`src/rtl/pid_regbank.sv`:
```
// -----------------------------------------------------------------------------
// pid_regbank
//
// Byte-addressed register bank for up to eight PID channels. Each channel has
// four coefficient/setpoint words (P, I, D, SP), a control register
// (bit0 COMMIT, write-only; bit1 ENABLE) and two read-only live status words
// (PID_O, PWM_O). The read-only words are captured into a per-channel snapshot
// when lane 0 is read, so a multi-byte read sees one consistent value.
//
// Byte address layout (w_addr and r_addr):
//   [7:5] channel, [4:2] register index, [1:0] byte lane
//   index 0 P, 1 I, 2 D, 3 SP, 4 CTRL, 5 reserved, 6 PID_O, 7 PWM_O
//
// Optional feature, selected by the macro PID_REGBANK_SHADOW_EN:
//   defined   - writes to P/I/D/SP land in shadow registers and reads return the
//               shadow; a CTRL write with bit0=1 copies all four shadows of
//               that channel to the active outputs on the same edge.
//   undefined - no shadow storage; writes go straight to the active outputs
//               and COMMIT has no effect.
//
// Ports:
//   clk_in        single clock, all state on its rising edge
//   reset         asynchronous, active-high reset
//   write_enable  byte write strobe, with w_addr / w_data
//   read_enable   byte read strobe, with r_addr
//   r_data_o      registered read byte, valid when r_valid_o is high
//   r_valid_o     one-cycle pulse, one cycle after read_enable
//   p, i, d, sp   active words, channel n at [n*DATA_W +: DATA_W]
//   ch_en_o       per-channel CTRL.ENABLE
//   pid_o_i       live PID output status per channel (read-only register)
//   pwm_o_i       live PWM status per channel (read-only register)
// -----------------------------------------------------------------------------
module pid_regbank #(
    parameter int DATA_W = 16,
    parameter int NUM_CH = 4
) (
    input  logic                     clk_in,
    input  logic                     reset,
    input  logic                     write_enable,
    input  logic [7:0]               w_addr,
    input  logic [7:0]               w_data,
    input  logic                     read_enable,
    input  logic [7:0]               r_addr,
    output logic [7:0]               r_data_o,
    output logic                     r_valid_o,
    output logic [NUM_CH*DATA_W-1:0] p,
    output logic [NUM_CH*DATA_W-1:0] i,
    output logic [NUM_CH*DATA_W-1:0] d,
    output logic [NUM_CH*DATA_W-1:0] sp,
    output logic [NUM_CH-1:0]        ch_en_o,
    input  logic [NUM_CH*DATA_W-1:0] pid_o_i,
    input  logic [NUM_CH*DATA_W-1:0] pwm_o_i
);

    localparam int         LANES    = DATA_W / 8;
    localparam logic [2:0] LANES_L  = 3'(LANES);
    localparam logic [2:0] IDX_CTRL = 3'd4;
    localparam logic [2:0] IDX_PID  = 3'd6;
    localparam logic [2:0] IDX_PWM  = 3'd7;

    // Elaboration-time parameter guard.
    if ((DATA_W != 16) && (DATA_W != 24) && (DATA_W != 32)) begin : g_bad_data_w
        $error("pid_regbank: DATA_W must be 16, 24 or 32");
    end
    if ((NUM_CH < 1) || (NUM_CH > 8)) begin : g_bad_num_ch
        $error("pid_regbank: NUM_CH must be in 1..8");
    end

    // -------------------------------------------------------------------------
    // Address decode shared by all channels
    // -------------------------------------------------------------------------
    logic [2:0] wr_ch;
    logic [2:0] wr_idx;
    logic [1:0] wr_lane;
    logic [2:0] rd_ch;
    logic [2:0] rd_idx;
    logic [1:0] rd_lane;
    logic       wr_lane_ok;
    logic       rd_lane_ok;
    logic       wr_coef;
    logic       wr_ctrl;

    assign wr_ch   = w_addr[7:5];
    assign wr_idx  = w_addr[4:2];
    assign wr_lane = w_addr[1:0];
    assign rd_ch   = r_addr[7:5];
    assign rd_idx  = r_addr[4:2];
    assign rd_lane = r_addr[1:0];

    assign wr_lane_ok = ({1'b0, wr_lane} < LANES_L);
    assign rd_lane_ok = ({1'b0, rd_lane} < LANES_L);

    // Coefficient write: indices 0..3 and a lane that exists at this width.
    assign wr_coef = write_enable && !wr_idx[2] && wr_lane_ok;
    // CTRL is a single byte; lanes 1..3 are ignored.
    assign wr_ctrl = write_enable && (wr_idx == IDX_CTRL) && (wr_lane == 2'd0);

    // Per-channel read byte, selected by rd_ch below. Channels that do not
    // exist never match the selector and therefore read as zero.
    logic [NUM_CH*8-1:0] rd_bus;

    // -------------------------------------------------------------------------
    // Per-channel storage
    // -------------------------------------------------------------------------
    for (genvar gi = 0; gi < NUM_CH; gi++) begin : g_ch
        localparam logic [2:0] CH = 3'(gi);

        logic [DATA_W-1:0] act_q  [4];
        logic [DATA_W-1:0] snap_q [2];
        logic              en_q;
        logic              coef_hit;
        logic              ctrl_hit;
        logic              snap_pid_hit;
        logic              snap_pwm_hit;
        logic [DATA_W-1:0] live_pid;
        logic [DATA_W-1:0] live_pwm;
        logic [DATA_W-1:0] rd_word;

        assign coef_hit = wr_coef && (wr_ch == CH);
        assign ctrl_hit = wr_ctrl && (wr_ch == CH);
        assign live_pid = pid_o_i[gi*DATA_W +: DATA_W];
        assign live_pwm = pwm_o_i[gi*DATA_W +: DATA_W];

        // A lane-0 read of a status word captures the whole live word.
        assign snap_pid_hit = read_enable && (rd_ch == CH) &&
                              (rd_idx == IDX_PID) && (rd_lane == 2'd0);
        assign snap_pwm_hit = read_enable && (rd_ch == CH) &&
                              (rd_idx == IDX_PWM) && (rd_lane == 2'd0);

`ifdef PID_REGBANK_SHADOW_EN
        logic [DATA_W-1:0] shd_q [4];

        always_ff @(posedge clk_in or posedge reset) begin
            if (reset) begin
                for (int r = 0; r < 4; r++) begin
                    shd_q[r] <= '0;
                end
            end else if (coef_hit) begin
                shd_q[wr_idx[1:0]][{wr_lane, 3'b000} +: 8] <= w_data;
            end
        end

        // COMMIT moves all four shadows at once so the loop never sees a
        // mix of old and new coefficients.
        always_ff @(posedge clk_in or posedge reset) begin
            if (reset) begin
                for (int r = 0; r < 4; r++) begin
                    act_q[r] <= '0;
                end
            end else if (ctrl_hit && w_data[0]) begin
                for (int r = 0; r < 4; r++) begin
                    act_q[r] <= shd_q[r];
                end
            end
        end
`else
        always_ff @(posedge clk_in or posedge reset) begin
            if (reset) begin
                for (int r = 0; r < 4; r++) begin
                    act_q[r] <= '0;
                end
            end else if (coef_hit) begin
                act_q[wr_idx[1:0]][{wr_lane, 3'b000} +: 8] <= w_data;
            end
        end
`endif

        // ENABLE follows the CTRL write directly, regardless of COMMIT.
        always_ff @(posedge clk_in or posedge reset) begin
            if (reset) begin
                en_q <= 1'b0;
            end else if (ctrl_hit) begin
                en_q <= w_data[1];
            end
        end

        always_ff @(posedge clk_in or posedge reset) begin
            if (reset) begin
                snap_q[0] <= '0;
                snap_q[1] <= '0;
            end else begin
                if (snap_pid_hit) begin
                    snap_q[0] <= live_pid;
                end
                if (snap_pwm_hit) begin
                    snap_q[1] <= live_pwm;
                end
            end
        end

        // Read word for this channel, taken from current (pre-write) state so
        // a same-cycle write to the same byte returns the old value.
        always_comb begin
            rd_word = '0;
            case (rd_idx)
`ifdef PID_REGBANK_SHADOW_EN
                3'd0, 3'd1, 3'd2, 3'd3: rd_word = shd_q[rd_idx[1:0]];
`else
                3'd0, 3'd1, 3'd2, 3'd3: rd_word = act_q[rd_idx[1:0]];
`endif
                // COMMIT is write-only, so bit0 always reads back as 0.
                IDX_CTRL: rd_word = DATA_W'({en_q, 1'b0});
                IDX_PID:  rd_word = (rd_lane == 2'd0) ? live_pid : snap_q[0];
                IDX_PWM:  rd_word = (rd_lane == 2'd0) ? live_pwm : snap_q[1];
                default:  rd_word = '0;
            endcase
        end

        assign rd_bus[gi*8 +: 8] = rd_lane_ok ? 8'(rd_word >> {rd_lane, 3'b000})
                                              : 8'h00;

        assign p[gi*DATA_W +: DATA_W]  = act_q[0];
        assign i[gi*DATA_W +: DATA_W]  = act_q[1];
        assign d[gi*DATA_W +: DATA_W]  = act_q[2];
        assign sp[gi*DATA_W +: DATA_W] = act_q[3];
        assign ch_en_o[gi]             = en_q;
    end

    // -------------------------------------------------------------------------
    // Read channel select and output register
    // -------------------------------------------------------------------------
    logic [7:0] r_data_d;
    logic [7:0] r_data_q;
    logic       r_valid_q;

    always_comb begin
        r_data_d = 8'h00;
        for (int c = 0; c < NUM_CH; c++) begin
            if (rd_ch == 3'(c)) begin
                r_data_d = rd_bus[c*8 +: 8];
            end
        end
    end

    // Reset clears r_valid_q immediately, which also drops any read that was
    // issued in the cycle reset arrives.
    always_ff @(posedge clk_in or posedge reset) begin
        if (reset) begin
            r_data_q  <= 8'h00;
            r_valid_q <= 1'b0;
        end else begin
            r_valid_q <= read_enable;
            if (read_enable) begin
                r_data_q <= r_data_d;
            end
        end
    end

    assign r_data_o  = r_data_q;
    assign r_valid_o = r_valid_q;

endmodule

```
`config.mk`:
```
export PLATFORM = sky130hd
export DESIGN_NAME = pid_regbank
export DESIGN_NICKNAME = d
export VERILOG_FILES = /design/src/rtl/pid_regbank.sv
export SDC_FILE = /design/constraint.sdc
export NUM_CORES = 1
export LEC_CHECK = 0
export CAP_MARGIN = 10
export CELL_PAD_IN_SITES_DETAIL_PLACEMENT = 1
export CELL_PAD_IN_SITES_GLOBAL_PLACEMENT = 1
export CORE_ASPECT_RATIO = 1.25
export CORE_MARGIN = 3
export CORE_UTILIZATION = 41
export DETAILED_ROUTE_END_ITERATION = 8
export HOLD_SLACK_MARGIN = 0.05
export PLACE_DENSITY = 0.82
export RECOVER_POWER = 25
export SYNTH_ARGS = -nofsm -noshare
export SYNTH_HDL_FRONTEND = slang
export SYNTH_SLANG_ARGS = --single-unit
```
`constraint.sdc`:
```
create_clock -name clk_in -period 13.4 [get_ports clk_in]
set_input_delay 1.34 -clock clk_in [delete_from_list [all_inputs] [get_ports clk_in]]
set_output_delay 1.34 -clock clk_in [all_outputs]
set_load 0.005 [all_outputs]
```
==> parameters.txt <==
Parameter                              Value

Finish
  Growth of design area from synthesis to finish    30.8%
  Nets@finish    2,040
  Util after Layout    0.544
  Cell area after layout    0.0251 mm2
  Share of final-layout standard cells stronger than drive strength 1    0.256

Worst setup path
  Arr. time, crit path    7.10 ns
  Longest individual stage delay on the worst path    3.24 ns
  Critical R2R Capture    r_data_o[6]
  Number of cells traversed by the worst register-to-register path    5
  Required time at the worst-slack endpoint    13.93 ns
  Slack of the worst reg-to-reg path    11.38 ns
  Cells along the critical path    dlygate4sd3_1 > clkinvlp_2 > buf_4 > buf_4
  Cell with the most instances on the worst path    sky130_fd_sc_hd__buf_4
  Origin of the critical flop-to-flop path    sp[22]
  Start-to-end type of the worst setup path    in2async
  Top fanout value on the critical path    131
  Slowest CP cell    sky130_fd_sc_hd__clkinvlp_2
  Capturing element type of the critical path    asynchronous set/reset pin
  Sort of element at the start of the critical path    primary input

Hold path
  Worst min-delay path category    reg2reg
  Worst min-delay path endpoint    g_ch[1].snap_q[2]
  Startpoint of the tightest hold check path    g_ch[1].snap_q[2]
  Count of cells along the worst hold path    1

Routing
  First DRT Iteration DRCs    955
  Number of antenna-violating nets in the routed design    0
  Vias after detailed routing    14,800
  Average detailed-routed wire length per instance    30.9 um
  Vias per inst    5.94
  Post-detailed-route DRC marker count    0
  Routed WL    77.0 mm
  Pre-Repair DR Iteration Count    5

Power
  Worst voltage drop across the vdd grid    87.4 uV
  Total chip power    2660 uW
  Total leakage power    0.0114 uW
  Power per unit of standard cell area    106 mW/mm2

CTS
  Clock latency on the worst-skew pair    0.55 ns
  Max H-tree Level    2
  Root Buffer Master    sky130_fd_sc_hd__clkbuf_16
  Post-CTS Setup Inserts    0
  CTS tree    yes
  Number of buffers added by the clock tree synthesis step    42
  Clock tree buffer depth    3
  Total of hold buffers inserted after clock tree synthesis    0
  CTS clk-pin slew, worst paths    0.06 ns
  # clock sinks    397
  Resized Gates After CTS    0

Synthesis
  Commonest cells post-synth    397 x sky130_fd_sc_hd__dfrtp_1, 299 x sky130_fd_sc_hd__mux2_2, 158 x sky130_fd_sc_hd__nand2_1
  Total nets after synthesis    1,660
  Distinct cell type count of the synthesized netlist    66
  Yosys synthesis warning count    0
  Post-synth EDFFs    0
  Top cells by area in the synthesized netlist    sky130_fd_sc_hd__dfrtp_1 52%, sky130_fd_sc_hd__mux2_2 18%, sky130_fd_sc_hd__mux4_2 7.4%
  Proportion of register bits with asynchronous set or reset after synthesis    1.00
  Sequential area share after synthesis    0.517
  Portion of synthesized cell area occupied by the leading cell type    0.517
  Mean area per synthesized cell    12.8 um2
  Leading area contributor after synthesis    sky130_fd_sc_hd__dfrtp_1
  Cell area after synthesis    0.0192 mm2
  Ys flop type    sky130_fd_sc_hd__dfrtp_1
  Register bit total from synthesis    397
  Cells after Synth    1,501
  Top-count cell post-synth    sky130_fd_sc_hd__dfrtp_1

Floorplanning
  Die Y    248 um
  Area enclosed by the die boundary    0.0495 mm2
  Core ar.    0.0462 mm2
  Row cnt    88
  Starting utilization of the core area    0.416
  Top-level I/O count    425
  Chip Width    200 um

Placed design
  DP Worst Slack    8.72 ns
  Global placer's final weighted congestion    0.891
  Cell area reported after detailed placement    0.0238 mm2
  IO Port Bufs    424
  DP HPWL    57.7 mm

Global routing
  Via count of the first global-routing pass    16,300
  Wire length of the first global-routing pass    112 mm
  Pin count of the biggest net entering global routing    132
  Grt total ovfl    0
  Global Route Usage Sum    0.307
  Initial antenna violation count    2

Timing
  Count of endpoints failing hold in the final timing report    0
  Part of the cycle the worst path needs    0.490
  Max_slew headroom    -2.92
  Sum Neg Setup Slack    0 ns
  Shortest period the worst path allows    6.57 ns
  Final Max Slew Viols    132
  Number of failing setup endpoints in the final timing report    0
  Clock skew    0.0149 ns
  Setup repair after global routing missed its margin    no
  Minimum setup slack in the final design    6.83 ns
  Max Fclk    152 MHz
  Pin slew with the least headroom to its limit    5.85 ns

Status
  Violations in the final reports    max-capacitance violations, max-slew violations
  Run status    complete, but fails checks

Run
  Max-cap viol count    1
[how the worst max path moves through the flow]
stage                   to      start  slack [ns]  cells past startpoint
3_5_place_dp   r_data_o[3]  r_addr[1]        8.72                      9
6_report             p[11]      reset        6.83                      4
5_1_grt              p[46]      reset        5.87                      4
2_1_floorplan         d[0]      reset        1.02                      1
4_1_cts        r_data_o[3]  r_addr[1]        9.31                      9
3_3_place_gp   r_data_o[3]  r_addr[1]        8.77                      9
[kinds of logic after synthesis]
group | synth area share
muxes | 0.288
DFF | 0.517
and+or+nand+nor | 0.0821
AOI/OAI and AO/OA | 0.0802
buffers and inverters | 0.0306
adders and majority gates | 0.00195
[metrics by stage]
stage          instances  hold slack [ns]
2_1_floorplan       1501            0.470
6_report            2497            0.505
3_3_place_gp        2421            0.480
5_1_grt             2497            0.514
4_1_cts             2495            0.505
3_5_place_dp        2421            0.492
[layout by cell type (no fill, tap or decap), types with 4 or more instances in the layout]
| master | instances |
|---|---|
| sky130_fd_sc_hd__o211ai_1 | 15 |
| sky130_fd_sc_hd__o221ai_1 | 12 |
| sky130_fd_sc_hd__nand3b_1 | 4 |
| sky130_fd_sc_hd__mux2_2 | 299 |
| sky130_fd_sc_hd__dfrtp_1 | 397 |
| sky130_fd_sc_hd__a22oi_1 | 6 |
| sky130_fd_sc_hd__buf_4 | 16 |
| sky130_fd_sc_hd__o21a_1 | 9 |
| sky130_fd_sc_hd__nand3_1 | 22 |
| sky130_fd_sc_hd__nor2b_1 | 4 |
| sky130_fd_sc_hd__o21ai_0 | 117 |
| sky130_fd_sc_hd__mux2i_1 | 73 |
| sky130_fd_sc_hd__a31oi_1 | 15 |
| sky130_fd_sc_hd__a211oi_1 | 5 |
| sky130_fd_sc_hd__clkdlybuf4s50_1 | 286 |
| sky130_fd_sc_hd__clkbuf_1 | 7 |
| sky130_fd_sc_hd__nor3_1 | 5 |
| sky130_fd_sc_hd__nor2_4 | 21 |
| sky130_fd_sc_hd__nand2_2 | 8 |
| sky130_fd_sc_hd__nand2_1 | 158 |
| sky130_fd_sc_hd__a21oi_1 | 20 |
| sky130_fd_sc_hd__nand2b_1 | 9 |
| sky130_fd_sc_hd__clkbuf_16 | 43 |
| sky130_fd_sc_hd__dlygate4sd3_1 | 135 |
| sky130_fd_sc_hd__o22ai_1 | 7 |
| sky130_fd_sc_hd__o2bb2ai_1 | 11 |
| sky130_fd_sc_hd__and2_1 | 17 |
| sky130_fd_sc_hd__or3_1 | 4 |
| sky130_fd_sc_hd__nand4_1 | 4 |
| sky130_fd_sc_hd__clkinv_2 | 8 |
| sky130_fd_sc_hd__inv_1 | 4 |
| sky130_fd_sc_hd__clkbuf_8 | 8 |
| sky130_fd_sc_hd__mux4_2 | 63 |
| sky130_fd_sc_hd__nor2_1 | 36 |
[flip-flops by register name, summed over array words and instances (netlist names)]
name,flops
g_ch.snap_q,128
d,64
i,64
p,64
sp,64
r_data_o,8
g_ch.en_q,4
r_valid_o,1
[cell type report]
cell class                      count  area, um2
Clock inverter                     16        174
Tap cell                          585        732
Clock buffer                       58       1210
Timing Repair Buffer              440       4360
Sequential cell                   397       9930
Multi-Input combinational cell    994       8700
Fill cell                        4692      21100
Inverter                            6       23.8
Antenna cell                        1       2.50
[power breakdown]
part | switching [uW] | internal [uW] | total (uW)
clock network | 498 | 692 | 1190
logic | 129 | 104 | 232
registers | 16.8 | 1220 | 1240
total | 643 | 2020 | 2660
[routing by layer]
| metal | vias to the layer above | GRT usage | part of all wire |
|---|---|---|---|
| li1 | 6260 | - | - |
| met1 | 7855 | 0.381 | 0.39 |
| met2 | 556 | 0.532 | 0.50 |
| met3 | 163 | 0.0560 | 0.057 |
| met4 | 2 | 0.126 | 0.048 |
| met5 | - | 0 | 0.00017 |
[worst max-delay path: cells and delay by family]
family / cells / cell delay [ns]
buffers and inverters: 4 / 5.60
(Power assumes the default switching activity.)
